$ cat src/rtl/vga_timing_ctrl.sv
// VGA timing generator: divides clk into a pixel-rate enable and walks h/v counters.
// Once started, a frame always runs to completion before the block returns to STOPPED.
module vga_timing_ctrl #(
   parameter int DIV      = 4,
   parameter int H_ACTIVE = 640,
   parameter int H_FP     = 16,
   parameter int H_SYNC   = 96,
   parameter int H_BP     = 48,
   parameter int V_ACTIVE = 480,
   parameter int V_FP     = 10,
   parameter int V_SYNC   = 2,
   parameter int V_BP     = 33
) (
   input  logic       clk,
   input  logic       reset,
   input  logic       enable,
   output logic       pix_tick,
   output logic       hsync,
   output logic       vsync,
   output logic       video_on,
   output logic [9:0] pixel_x,
   output logic [9:0] pixel_y,
   output logic       frame_end,
   output logic       busy
);

   typedef enum logic [1:0] {
      STOPPED,
      RUNNING,
      DRAINING
   } state_t;

   localparam int H_TOTAL = H_ACTIVE + H_FP + H_SYNC + H_BP;
   localparam int V_TOTAL = V_ACTIVE + V_FP + V_SYNC + V_BP;
   localparam int DW      = (DIV > 1) ? $clog2(DIV) : 1;

   localparam logic [DW-1:0] DIV_LAST  = DW'(DIV - 1);
   localparam logic [9:0]    H_LAST    = 10'(H_TOTAL - 1);
   localparam logic [9:0]    V_LAST    = 10'(V_TOTAL - 1);
   localparam logic [9:0]    H_ACT     = 10'(H_ACTIVE);
   localparam logic [9:0]    V_ACT     = 10'(V_ACTIVE);
   localparam logic [9:0]    HS_FIRST  = 10'(H_ACTIVE + H_FP);
   localparam logic [9:0]    HS_LAST   = 10'(H_ACTIVE + H_FP + H_SYNC - 1);
   localparam logic [9:0]    VS_FIRST  = 10'(V_ACTIVE + V_FP);
   localparam logic [9:0]    VS_LAST   = 10'(V_ACTIVE + V_FP + V_SYNC - 1);

   state_t        state_q, state_d;
   logic [DW-1:0] div_cnt_q, div_cnt_d;
   logic [9:0]    h_cnt_q, h_cnt_d;
   logic [9:0]    v_cnt_q, v_cnt_d;

   logic active;
   logic h_last;
   logic v_last;

   // Output decode straight from the registers, so no added latency.
   always_comb begin
      active    = (state_q != STOPPED);
      h_last    = (h_cnt_q == H_LAST);
      v_last    = (v_cnt_q == V_LAST);
      pix_tick  = active && (div_cnt_q == DIV_LAST);
      frame_end = pix_tick && h_last && v_last;
      hsync     = !(active && (h_cnt_q >= HS_FIRST) && (h_cnt_q <= HS_LAST));
      vsync     = !(active && (v_cnt_q >= VS_FIRST) && (v_cnt_q <= VS_LAST));
      video_on  = active && (h_cnt_q < H_ACT) && (v_cnt_q < V_ACT);
      pixel_x   = h_cnt_q;
      pixel_y   = v_cnt_q;
      busy      = active;
   end

   // enable on the frame_end cycle wins over stopping, keeping frames back to back.
   always_comb begin
      state_d = state_q;
      case (state_q)
         STOPPED:  if (enable) state_d = RUNNING;
         RUNNING:  if (!enable) state_d = DRAINING;
         DRAINING: begin
            if (enable) begin
               state_d = RUNNING;
            end else if (frame_end) begin
               state_d = STOPPED;
            end
         end
         default:  state_d = STOPPED;
      endcase
   end

   always_comb begin
      div_cnt_d = div_cnt_q;
      h_cnt_d   = h_cnt_q;
      v_cnt_d   = v_cnt_q;
      if (state_q != STOPPED) begin
         div_cnt_d = (div_cnt_q == DIV_LAST) ? '0 : div_cnt_q + DW'(1);
         if (pix_tick) begin
            h_cnt_d = h_last ? 10'd0 : h_cnt_q + 10'd1;
            if (h_last) begin
               v_cnt_d = v_last ? 10'd0 : v_cnt_q + 10'd1;
            end
         end
      end
      if (state_d == STOPPED) begin
         div_cnt_d = '0;
         h_cnt_d   = 10'd0;
         v_cnt_d   = 10'd0;
      end
   end

   always_ff @(posedge clk or posedge reset) begin
      if (reset) begin
         state_q   <= STOPPED;
         div_cnt_q <= '0;
         h_cnt_q   <= 10'd0;
         v_cnt_q   <= 10'd0;
      end else begin
         state_q   <= state_d;
         div_cnt_q <= div_cnt_d;
         h_cnt_q   <= h_cnt_d;
         v_cnt_q   <= v_cnt_d;
      end
   end

endmodule

$ cat config.mk
export PLATFORM = sky130hd
export DESIGN_NAME = vga_timing_ctrl
export DESIGN_NICKNAME = d
export VERILOG_FILES = /design/src/rtl/vga_timing_ctrl.sv
export SDC_FILE = /design/constraint.sdc
export NUM_CORES = 1
export LEC_CHECK = 0
export CORE_MARGIN = 8
export CORE_UTILIZATION = 55
export DETAILED_ROUTE_END_ITERATION = 10
export PLACE_DENSITY = 0.84
export SLEW_MARGIN = 20
export SYNTH_ARGS = -nofsm -noshare
export SYNTH_HDL_FRONTEND = slang
export SYNTH_SLANG_ARGS = --single-unit
$ cat constraint.sdc
create_clock -name clk -period 3.15 [get_ports clk]
set_clock_uncertainty 0.1 [all_clocks]
set_input_delay 0.63 -clock clk [delete_from_list [all_inputs] [get_ports clk]]
set_output_delay 0.63 -clock clk [all_outputs]
set_load 0.02 [all_outputs]
==> summary.txt <==
Timing
  • Setup ws final: 149.6 ps
  • Slew @ Worst Pin: 915.4 ps
  • # setup viols final: 0
  • Setup TNS: 0 ps
  • Slew HR: 38.91%
  • Post-layout min period: 3000 ps
  • Hold Fails Final Rpt: 0
  • Fmax: 333.3 MHz
  • Fin. max-slew vios: 0
  • Fin crit share: 95.25%
  • RSZ-0062 raised after global routing: no

Finish
  • Area of the multi-input gates: 882.1 µm²
  • Fillers: 225
  • Register Area: 600.6 µm²
  • Number of nets in the layout: 216
  • Area delta synth->final: 21.29%
  • Cell Count, Final, Fillers Out: 236
  • Inserted Diodes: 0
  • Layout cells sized above 1: 6.829%
  • Finished Cell Area: 0.001882 mm²

Worst setup path
  • R2R Path Start: pixel_x[1]
  • Worst Setup SP: pixel_x[1]
  • Worst Path Arrival: 2270 ps
  • Worst setup EP type: output port
  • Crit path required time: 2420 ps
  • CP Class: reg -> out
  • CP Max Fanout: 6
  • Crit start category: flip-flop

Yosys
  • Total of warnings raised by yosys: 0
  • Post-synth EDFFs: 0
  • Cells after synthesis: 176
  • Post-Synthesis Mean Instance Area: 8.815 µm²
  • Syn nets: 185
  • Post-synthesis compound-gate area fraction: 18.23%
  • Seq cells post-synth: 24
  • Synth top area share: 38.71%
  • Multiplexer share of the synthesized area: 3.226%
  • Post-synthesis sequential area ratio: 38.71%
  • Largest cells by area after synthesis: dfrtp_1 (39%), a21oi_1 (5.5%), ha_1 (4.8%), nand2_1 (4.1%), nand3_1 (3.5%)
  • Biggest area consumer among synthesized cells: dfrtp_1
  • Post-Syn Area: 0.001551 mm²
  • Ys flop type: dfrtp_1
  • Synth Area in Simple Gates: 28.87%
  • Largest family of logic cells by synthesized area: simple AND/OR/NAND/NOR gates
  • Synth Area in Adders: 4.839%
  • Xor-xnor portion of the synthesized cell area: 1.694%
  • Count of different cell masters after synthesis: 48
  • Ys async rst share: 100.0%

Global routing
  • Overall Global Routing Usage: 17.02%
  • Total grt overflow: 0
  • First-pass GRT wire length: 6.996 mm
  • Largest net degree at the start of global routing: 25
  • Initial antenna violation count: 0
  • Vias in the first global route: 1442

Placed design
  • Final Wtd Congestion: 0.8942
  • DP HPWL: 3.087 mm
  • IO Port Bufs: 28
  • Dpl ws: 324.5 ps
  • Placed cell count: 232
  • Placed inst area: 0.001852 mm²

Clocking
  • CTS clk-pin slew, worst paths: 120 ps
  • Deepest clock path buffer count: 2
  • CTS root buf: clkbuf_4
  • H-tree depth: 1
  • CTS tree: done
  • Clk sinks: 24
  • Number of CTS-inserted buffers: 3
  • Worst skew pair latency: 310 ps

Drt
  • Detailed Route Iter0 Violations: 139
  • DRC viols: 0
  • Routed Antenna Nets: 0
  • Drt pass-1 iters: 4
  • Routed len/inst: 17.69 µm
  • Vias: 1488
  • Via density: 6.305
  • Routed WL: 4.176 mm

Floorplanning
  • Cell row count: 19
  • Starting Density: 57.25%
  • Die area: 0.004776 mm²
  • Die Span Y: 69.11 µm
  • Core Area: 0.002710 mm²
  • # IOs: 29
  • Die W: 69.11 µm

Power
  • P per Cell Area: 348.8 mW/mm²
  • VDD IR max: 0.2959 mV
  • Leak: 0.7593 nW

Min path
  • Hold Path Class: reg -> reg
  • Hold path startpoint: div_cnt_q[1]

Status
  • Status: completed

Job
  • MaxCap Viol Count: 0
-- layout make-up --
type	count	share of cell area, %
Clock buffer	3	1.197
Inverter	11	2.261
Multi-Input combinational cell	137	46.88
Sequential cell	24	31.91
Tap cell	31	2.061
Timing Repair Buffer	30	15.69
-- state kept, by name (all words and copies together) (netlist names) --
name / flops
state_q: 2
pixel_x: 10
div_cnt_q: 2
pixel_y: 10
-- through the flow --
step	total power [mW]	hold WS, ps	util (%)
5_1_grt	0.6936	472.7	69.44
2_1_floorplan	0.4660	401.6	-
3_5_place_dp	0.5244	428.1	68.33
4_1_cts	0.6587	447.6	69.44
3_3_place_gp	0.5149	414.3	68.33
6_report	0.6564	458.3	69.44
-- final timing paths --
kind	endpoint	cells past startpoint	slack [ps]
hold / removal	div_cnt_q[1]	2	460
max in group asynchronous	pixel_x[0]	2	1690
setup / recovery	frame_end	5	150
hold reg to reg	div_cnt_q[1]	2	460
setup reg to reg	pixel_x[4]	5	760
min in group asynchronous	pixel_y[6]	2	700
-- logic make-up (layout without fill, tap and decap cells) --
kind of cell | count (synthesis) | in the layout
xor gates and xnor gates | 3 | 3
DFF | 24 | 24
and+or+nand+nor | 78 | 78
adders and majority gates | 6 | 6
muxes | 5 | 5
buffers and inverters | 15 | 44
AOI/OAI and AO/OA | 45 | 45
-- cell usage in the layout (no fill, tap or decap), drive strengths merged, types with 5 or more instances in the layout --
master	instances
nand3	11
nand4	8
a21oi	17
o21ai	13
nand2	17
ha	6
mux2i	5
nor3	6
inv	10
clkdlybuf4s50	28
dfrtp	24
or4	5
nor2	10
-- metal layers --
layer	share of wire (%)	track usage [%]	wire length, µm	vias to the layer above
met5	0	0	0	-
met4	1.4	7.062	57	0
met3	4.7	3.720	195	7
met2	48	26.84	2005	40
met1	46	21.75	1917	734
li1	-	-	-	707
-- synth_stat cells (2+ instances only) --
cell / instances
a21oi_1: 17
a31oi_1: 2
and3_1: 2
and4_1: 2
buf_2: 3
dfrtp_1: 24
ha_1: 6
inv_1: 10
mux2i_1: 5
nand2_1: 17
nand3_1: 11
nand4_1: 7
nor2_1: 9
nor2b_1: 3
nor3_1: 5
o211ai_1: 2
o21ai_0: 9
o21ai_1: 3
o31ai_1: 4
or3_1: 2
or4_1: 5
xnor2_1: 2
-- repair_timing --
action / in CTS / in global routing
resized for setup: 0 / 0
setup endpoints to repair: 1 / 0
hold buffers: 0 / 0
setup buffers: 1 / 0
-- power by group --
group | total (mW) | internal (mW) | switching, mW
Combinational | 0.164 | 0.0633 | 0.101
Clock | 0.136 | 0.0447 | 0.0909
Sequential | 0.357 | 0.329 | 0.0279
-- worst max-delay path, stage by stage, from the launching register on --
cell             delay, ps
dfrtp_1                460
ha_1                   240
and4_1                 310
nand4_1                200
nor2_1                 140
clkdlybuf4s50_1        610
Note: power is estimated with default switching activity, not from simulation.
